==> config.mk <==
export PLATFORM = sky130hd
export DESIGN_NAME = ciu_issue_arbiter
export DESIGN_NICKNAME = d
export VERILOG_FILES = /design/src/rtl/ciu_issue_arbiter.sv
export SDC_FILE = /design/constraint.sdc
export NUM_CORES = 1
export LEC_CHECK = 0
export CELL_PAD_IN_SITES_DETAIL_PLACEMENT = 1
export CELL_PAD_IN_SITES_GLOBAL_PLACEMENT = 2
export CORE_UTILIZATION = 19
export DETAILED_ROUTE_END_ITERATION = 10
export PLACE_DENSITY = 0.82
export SLEW_MARGIN = 25
export SYNTH_ARGS = -nofsm -noshare
export SYNTH_HDL_FRONTEND = slang
export SYNTH_SLANG_ARGS = --single-unit
==> constraint.sdc <==
create_clock -name clk -period 1.8 [get_ports clk]
set_input_delay 0.18 -clock clk [delete_from_list [all_inputs] [get_ports clk]]
set_output_delay 0.18 -clock clk [all_outputs]
set_load 0.005 [all_outputs]
==> src/rtl/ciu_issue_arbiter.sv <==
// ============================================================================
// Module   : ciu_issue_arbiter
// Brief    : Round-robin sharing of one CIU between two requesters, single op
//            in flight, opcode range check, fixed-latency result capture.
//            Optional CIU_ARB_PERF_EN adds the 16-bit issue_cnt port/counter.
// Revision : 1.0 - initial release
// ============================================================================
`default_nettype none

module ciu_issue_arbiter #(
    parameter int DW      = 19,
    parameter int OPW     = 4,
    parameter int LATENCY = 1
) (
    input  logic           clk,
    input  logic           rst_n,
    input  logic           req0_valid,
    output logic           req0_ready,
    input  logic [OPW-1:0] req0_op,
    input  logic [DW-1:0]  req0_a,
    input  logic [DW-1:0]  req0_b,
    input  logic           req1_valid,
    output logic           req1_ready,
    input  logic [OPW-1:0] req1_op,
    input  logic [DW-1:0]  req1_a,
    input  logic [DW-1:0]  req1_b,
    output logic           rsp_valid,
    input  logic           rsp_ready,
    output logic           rsp_id,
    output logic [DW-1:0]  rsp_data,
    output logic           rsp_err,
    output logic [OPW-1:0] ciu_opcode,
    output logic [DW-1:0]  ciu_r1,
    output logic [DW-1:0]  ciu_r2,
    input  logic [DW-1:0]  ciu_result,
`ifdef CIU_ARB_PERF_EN
    output logic [15:0]    issue_cnt,
`endif
    output logic           busy
);

    localparam logic [OPW-1:0] C_OP_MAX  = OPW'(7);
    localparam logic [3:0]     C_LAT_M1  = 4'(LATENCY - 1);

    typedef enum logic [1:0] {
        S_IDLE  = 2'd0,
        S_ISSUE = 2'd1,
        S_WAIT  = 2'd2,
        S_RESP  = 2'd3
    } state_t;

    state_t         r_state;
    state_t         w_state_nxt;
    logic           r_rr_ptr;
    logic           r_gnt_seen;
    logic [OPW-1:0] r_op;
    logic [DW-1:0]  r_a;
    logic [DW-1:0]  r_b;
    logic [DW-1:0]  r_data;
    logic           r_id;
    logic           r_err;
    logic [3:0]     r_cnt;

    logic           w_win;
    logic           w_accept;
    logic           w_op_ok;
    logic [OPW-1:0] w_sel_op;
    logic [DW-1:0]  w_sel_a;
    logic [DW-1:0]  w_sel_b;

    // Until the first grant req0 is preferred; afterwards the last granted loses ties.
    always_comb begin
        w_win = req1_valid;
        if (req0_valid && req1_valid) begin
            w_win = r_gnt_seen ? ~r_rr_ptr : 1'b0;
        end
    end

    assign w_accept   = (r_state == S_IDLE) && (req0_valid || req1_valid);
    assign req0_ready = w_accept && !w_win;
    assign req1_ready = w_accept && w_win;
    assign w_sel_op   = w_win ? req1_op : req0_op;
    assign w_sel_a    = w_win ? req1_a  : req0_a;
    assign w_sel_b    = w_win ? req1_b  : req0_b;
    assign w_op_ok    = (w_sel_op != '0) && (w_sel_op <= C_OP_MAX);

    always_ff @(posedge clk or negedge rst_n) begin
        if (!rst_n) begin
            r_state <= S_IDLE;
        end else begin
            r_state <= w_state_nxt;
        end
    end

    always_comb begin
        w_state_nxt = r_state;
        ciu_opcode  = '0;
        case (r_state)
            S_IDLE: begin
                if (w_accept) begin
                    w_state_nxt = w_op_ok ? S_ISSUE : S_RESP;
                end
            end
            S_ISSUE: begin
                ciu_opcode  = r_op;
                w_state_nxt = S_WAIT;
            end
            S_WAIT: begin
                if (r_cnt == 4'd0) begin
                    w_state_nxt = S_RESP;
                end
            end
            S_RESP: begin
                if (rsp_ready) begin
                    w_state_nxt = S_IDLE;
                end
            end
            default: w_state_nxt = S_IDLE;
        endcase
    end

    always_ff @(posedge clk or negedge rst_n) begin
        if (!rst_n) begin
            r_rr_ptr   <= 1'b0;
            r_gnt_seen <= 1'b0;
            r_op       <= '0;
            r_a        <= '0;
            r_b        <= '0;
            r_id       <= 1'b0;
            r_err      <= 1'b0;
            r_data     <= '0;
            r_cnt      <= 4'd0;
        end else begin
            if (w_accept) begin
                r_op       <= w_sel_op;
                r_a        <= w_sel_a;
                r_b        <= w_sel_b;
                r_id       <= w_win;
                r_rr_ptr   <= w_win;
                r_gnt_seen <= 1'b1;
                r_err      <= !w_op_ok;
                r_data     <= '0;
            end
            if (r_state == S_ISSUE) begin
                r_cnt <= C_LAT_M1;
            end else if (r_state == S_WAIT) begin
                if (r_cnt == 4'd0) begin
                    r_data <= ciu_result;
                end else begin
                    r_cnt <= r_cnt - 4'd1;
                end
            end
        end
    end

`ifdef CIU_ARB_PERF_EN
    logic [15:0] r_issue_cnt;

    always_ff @(posedge clk or negedge rst_n) begin
        if (!rst_n) begin
            r_issue_cnt <= 16'd0;
        end else if (r_state == S_ISSUE) begin
            r_issue_cnt <= r_issue_cnt + 16'd1;
        end
    end

    assign issue_cnt = r_issue_cnt;
`endif

    assign rsp_valid = (r_state == S_RESP);
    assign rsp_id    = r_id;
    assign rsp_data  = r_data;
    assign rsp_err   = r_err;
    assign ciu_r1    = r_a;
    assign ciu_r2    = r_b;
    assign busy      = (r_state != S_IDLE);

endmodule

`default_nettype wire

==> results_tabular.tex <==
\begin{tabular}{lr}
\hline
Metric & Value \\
\hline
\multicolumn{2}{l}{\textbf{Logic synthesis}} \\
Number of instances in the synthesized netlist & 381 \\
Number of flops mapped to enable cells by yosys & 0 \\
Sequential area share after synthesis & 53.48\% \\
Fraction of registers with async set or reset after synthesis & 100.0\% \\
Combinational family with the most area after synthesis & simple AND/OR/NAND/NOR gates \\
Xor/xnor share of the synthesized area & 0\% \\
Leading cell types by total area after synthesis & sky130\_fd\_sc\_hd\_\_dfrtp\_1, sky130\_fd\_sc\_hd\_\_nand3\_1, sky130\_fd\_sc\_hd\_\_nand2\_1 \\
Seq cells post-synth & 70 \\
Yosys warning count & 0 \\
Multiplexer area fraction after synthesis & 0.9549\% \\
Fraction of the mapped netlist area in adder cells & 2.292\% \\
Post-synthesis average cell area & 8.597 sq um \\
Cell taking the most area after synthesis & sky130\_fd\_sc\_hd\_\_dfrtp\_1 \\
Most frequent cell after synthesis & sky130\_fd\_sc\_hd\_\_nand3\_1 \\
Netlist area before placement & 0.003276 sq mm \\
Basic-gate share of the synthesized area counting and, or, nand and nor cells & 32.01\% \\
Post-synthesis compound-gate area fraction & 6.875\% \\
Commonest cells post-synth & sky130\_fd\_sc\_hd\_\_nand3\_1, sky130\_fd\_sc\_hd\_\_nand2\_1, sky130\_fd\_sc\_hd\_\_dfrtp\_1, sky130\_fd\_sc\_hd\_\_o21ai\_0, sky130\_fd\_sc\_hd\_\_clkbuf\_1 \\
Area share of the leading cell type in the synthesized netlist & 53.48\% \\
Most common flop cell mapped by yosys & sky130\_fd\_sc\_hd\_\_dfrtp\_1 \\
Post-synthesis net count & 495 \\
Cell variety after synth & 27 \\
\multicolumn{2}{l}{\textbf{Die}} \\
Core region area & 0.01670 sq mm \\
Die outline height & 133.3 um \\
I/O pin count & 175 \\
Count of standard-cell rows & 47 \\
Initial Utilization & 19.61\% \\
Die Outline Area & 0.01777 sq mm \\
Die outline width & 133.3 um \\
\multicolumn{2}{l}{\textbf{Pwr}} \\
Part of the total power dissipated in the clock network & 18.7\% \\
Worst vdd ir & 0.5673 mV \\
Reg power frac & 29.2\% \\
Int Power & 5776 uW \\
Combinational fraction of design power & 52.1\% \\
Power per standard cell area & 1529 mW/mm\^{}2 \\
Sw Ratio & 35.98\% \\
Leak Pwr & 0.002510 uW \\
Switching component of the power & 3247 uW \\
\multicolumn{2}{l}{\textbf{Timing}} \\
Max-slew violation total from the final report & 0 \\
Worst slew pin tran & 527.4 ps \\
Setup slack of the critical path after layout & 10.44 ps \\
Endpoints failing setup & 0 \\
Unrepaired setup endpoints after global routing & yes \\
Worst slack on hold paths & 343.5 ps \\
Shortest clock period the worst path allows after layout & 1790 ps \\
Setup total negative slack & 0 ps \\
Final hold violation count & 0 \\
F\_max & 558.8 MHz \\
Fraction of the cycle the final worst path needs & 99.42\% \\
Final setup skew & 6.283 ps \\
Max-slew headroom at the worst pin & 64.84\% \\
\multicolumn{2}{l}{\textbf{Drt}} \\
Remaining antenna violation count after routing & 0 \\
Vias per inst & 4.441 \\
Number of detailed-route iterations in the first pass & 4 \\
Number of DRC violations after detailed-routing iteration 0 & 128 \\
Met1 Wirelength & 5461 um \\
Highest metal used & met4 \\
Post-Route WL & 13170 um \\
Count of vias placed by the detailed router & 3508 \\
Routed wl met3 & 983 um \\
Length of routed met2 wiring & 6548 um \\
Final routed DRC violation total & 0 \\
Average detailed-routed wire length per instance & 16.67 um \\
\multicolumn{2}{l}{\textbf{Worst setup path}} \\
Flop2flop setup slack & 10 ps \\
End point of the critical path & rsp\_data[14] \\
Destination of the worst register-to-register timing path & rsp\_data[14] \\
Data arrival time at the worst-slack endpoint & 2040 ps \\
R2r worst-path depth & 8 \\
Launch point of the worst reg-to-reg path & r\_cnt[1] \\
Element type at the critical path end & flop \\
Timing startpoint of the critical path & r\_cnt[1] \\
Required time worst endpoint & 2050 ps \\
Critical setup path kind & flop to flop \\
Largest fanout of any net on the critical path & 9 \\
Kind of launch point of the worst setup path & flop \\
\multicolumn{2}{l}{\textbf{Clock network}} \\
Max Buffers Root-to-Sink & 2 \\
Number of H-tree levels & 3 \\
Clk sink count & 70 \\
Clock Latency Late Sink & 330 ps \\
CTS root buffer & sky130\_fd\_sc\_hd\_\_clkbuf\_16 \\
TritonCTS clock tree & yes \\
Reg clk slew, reported paths & 50 ps \\
CTS Buf Count & 9 \\
\multicolumn{2}{l}{\textbf{Cells and area}} \\
Nets & 681 \\
Number of filler instances in the final layout & 1915 \\
Final core occ & 35.35\% \\
Share of cells above drive strength 1 & 13.16\% \\
Area grow syn2layout & 80.21\% \\
Ant diodes & 0 \\
Post-layout instance count excluding filler cells & 790 \\
\multicolumn{2}{l}{\textbf{Placed design}} \\
Placed cell count & 763 \\
Post-DP HPWL & 8697 um \\
Setup WS pre-CTS & -148.0 ps \\
Routability-driven placement congestion ratio & 0.7375 \\
Port Buffers & 174 \\
\multicolumn{2}{l}{\textbf{Global routing}} \\
GR Util All Layers & 14.76\% \\
Antenna violations before repair & 0 \\
Via count of the first global-routing pass & 3789 \\
Largest net degree at the start of global routing & 60 \\
Global-route wire length before repair & 20200 um \\
Global-route congestion overflow total & 0 \\
\multicolumn{2}{l}{\textbf{Worst hold path}} \\
Path type of the worst min-delay path & input pin to async pin \\
\multicolumn{2}{l}{\textbf{Status}} \\
Status & complete, no violations \\
\multicolumn{2}{l}{\textbf{Run}} \\
Number of maximum-capacitance violations & 0 \\
\hline
\end{tabular}
## area by class of cell
type	instances	area, sq um	share of cell area, %
sequential	70	1753	29.69
clock buffer	13	270.3	4.578
timing repair buffer	204	2072	35.10
multi-input combinational	276	1505	25.50
clock inverter	1	5.005	0.08478
tap	220	275.3	4.663
inverter	6	22.52	0.3815
## what timing repair did
item	CTS	global route
endpoints found under the hold margin	31	0
hold buffers	1	0
endpoints found under the setup margin	10	23
gates resized for setup	14	39
pin swaps	2	3
setup buffers	4	4
cloned	0	4
## per-layer routing
metal	vias to the layer above	global-route usage [%]
li1	1666	-
met1	1698	16.96
met2	133	25.64
met3	11	6.126
met4	0	2.904
met5	-	0
## flip-flops by register name, indices dropped and copies added (netlist names), 2 cells and up
register  cells
r_op          4
rsp_data     19
r_state       2
ciu_r2       19
ciu_r1       19
r_cnt         4
## through the flow
step	power (uW)	cell area, sq um
5_1_grt	9729	5903
4_1_cts	8766	5718
2_1_floorplan	4378	3276
3_3_place_gp	6766	5385
3_5_place_dp	6904	5385
6_report	9023	5903
## critical path, stage by stage (launching register included)
cell,delay (ps)
sky130_fd_sc_hd__dfrtp_1,400
sky130_fd_sc_hd__inv_2,80
sky130_fd_sc_hd__ha_4,110
sky130_fd_sc_hd__or3b_4,420
sky130_fd_sc_hd__nor3b_4,210
sky130_fd_sc_hd__buf_6,180
sky130_fd_sc_hd__clkbuf_16,180
sky130_fd_sc_hd__nand2_1,50
sky130_fd_sc_hd__o21ai_1,80
## cells by family (layout without fill, tap and decap cells)
kind of cell             Yosys count  in the layout
AND/OR/NAND/NOR                  230            230
AO/OA/AOI/OAI                     37             37
adder cells (fa/ha/maj)            6              6
multiplexers                       3              3
buffers and inverters             35            224
flip-flops                        70             70
## power by group through the flow
stage	clock, uW	combinational, uW	sequential, uW
final	1690	4700	2630
after global routing	1820	5190	2720
after CTS	1770	4350	2650
after detailed placement	0	4250	2660
after global placement	0	4130	2630
after floorplan	0	1720	2660
## worst min-delay path by stage
stage                      from      endpoint  slack (ps)  cells past startpoint
after floorplan           rst_n     ciu_r1[0]        -120                      0
after global placement    rst_n  rsp_data[18]         160                      1
after detailed placement  rst_n  rsp_data[18]         170                      1
after CTS                 rst_n  rsp_data[18]         350                      2
after global routing      rst_n  rsp_data[18]         370                      2
final                     rst_n   rsp_data[2]         340                      2
## placed cells by master, fill, tap and decap left out, types with 3 or more instances in the layout
cell,synthesis,routed
sky130_fd_sc_hd__clkdlybuf4s50_1,0,166
sky130_fd_sc_hd__nand3_1,114,114
sky130_fd_sc_hd__nand2_1,91,84
sky130_fd_sc_hd__dfrtp_1,70,69
sky130_fd_sc_hd__buf_4,2,20
sky130_fd_sc_hd__o21ai_1,6,12
sky130_fd_sc_hd__clkbuf_16,0,12
sky130_fd_sc_hd__nor2_1,11,9
sky130_fd_sc_hd__o21ai_2,0,7
sky130_fd_sc_hd__o21ai_0,22,7
sky130_fd_sc_hd__nand2_2,0,6
sky130_fd_sc_hd__dlygate4sd2_1,0,6
sky130_fd_sc_hd__inv_2,0,4
sky130_fd_sc_hd__and2_1,4,4
sky130_fd_sc_hd__a31oi_1,4,4
sky130_fd_sc_hd__buf_12,0,4
sky130_fd_sc_hd__nor3_1,3,3
sky130_fd_sc_hd__ha_1,6,3
sky130_fd_sc_hd__ha_4,0,3
sky130_fd_sc_hd__clkbuf_8,0,3
(Power assumes the default switching activity.)
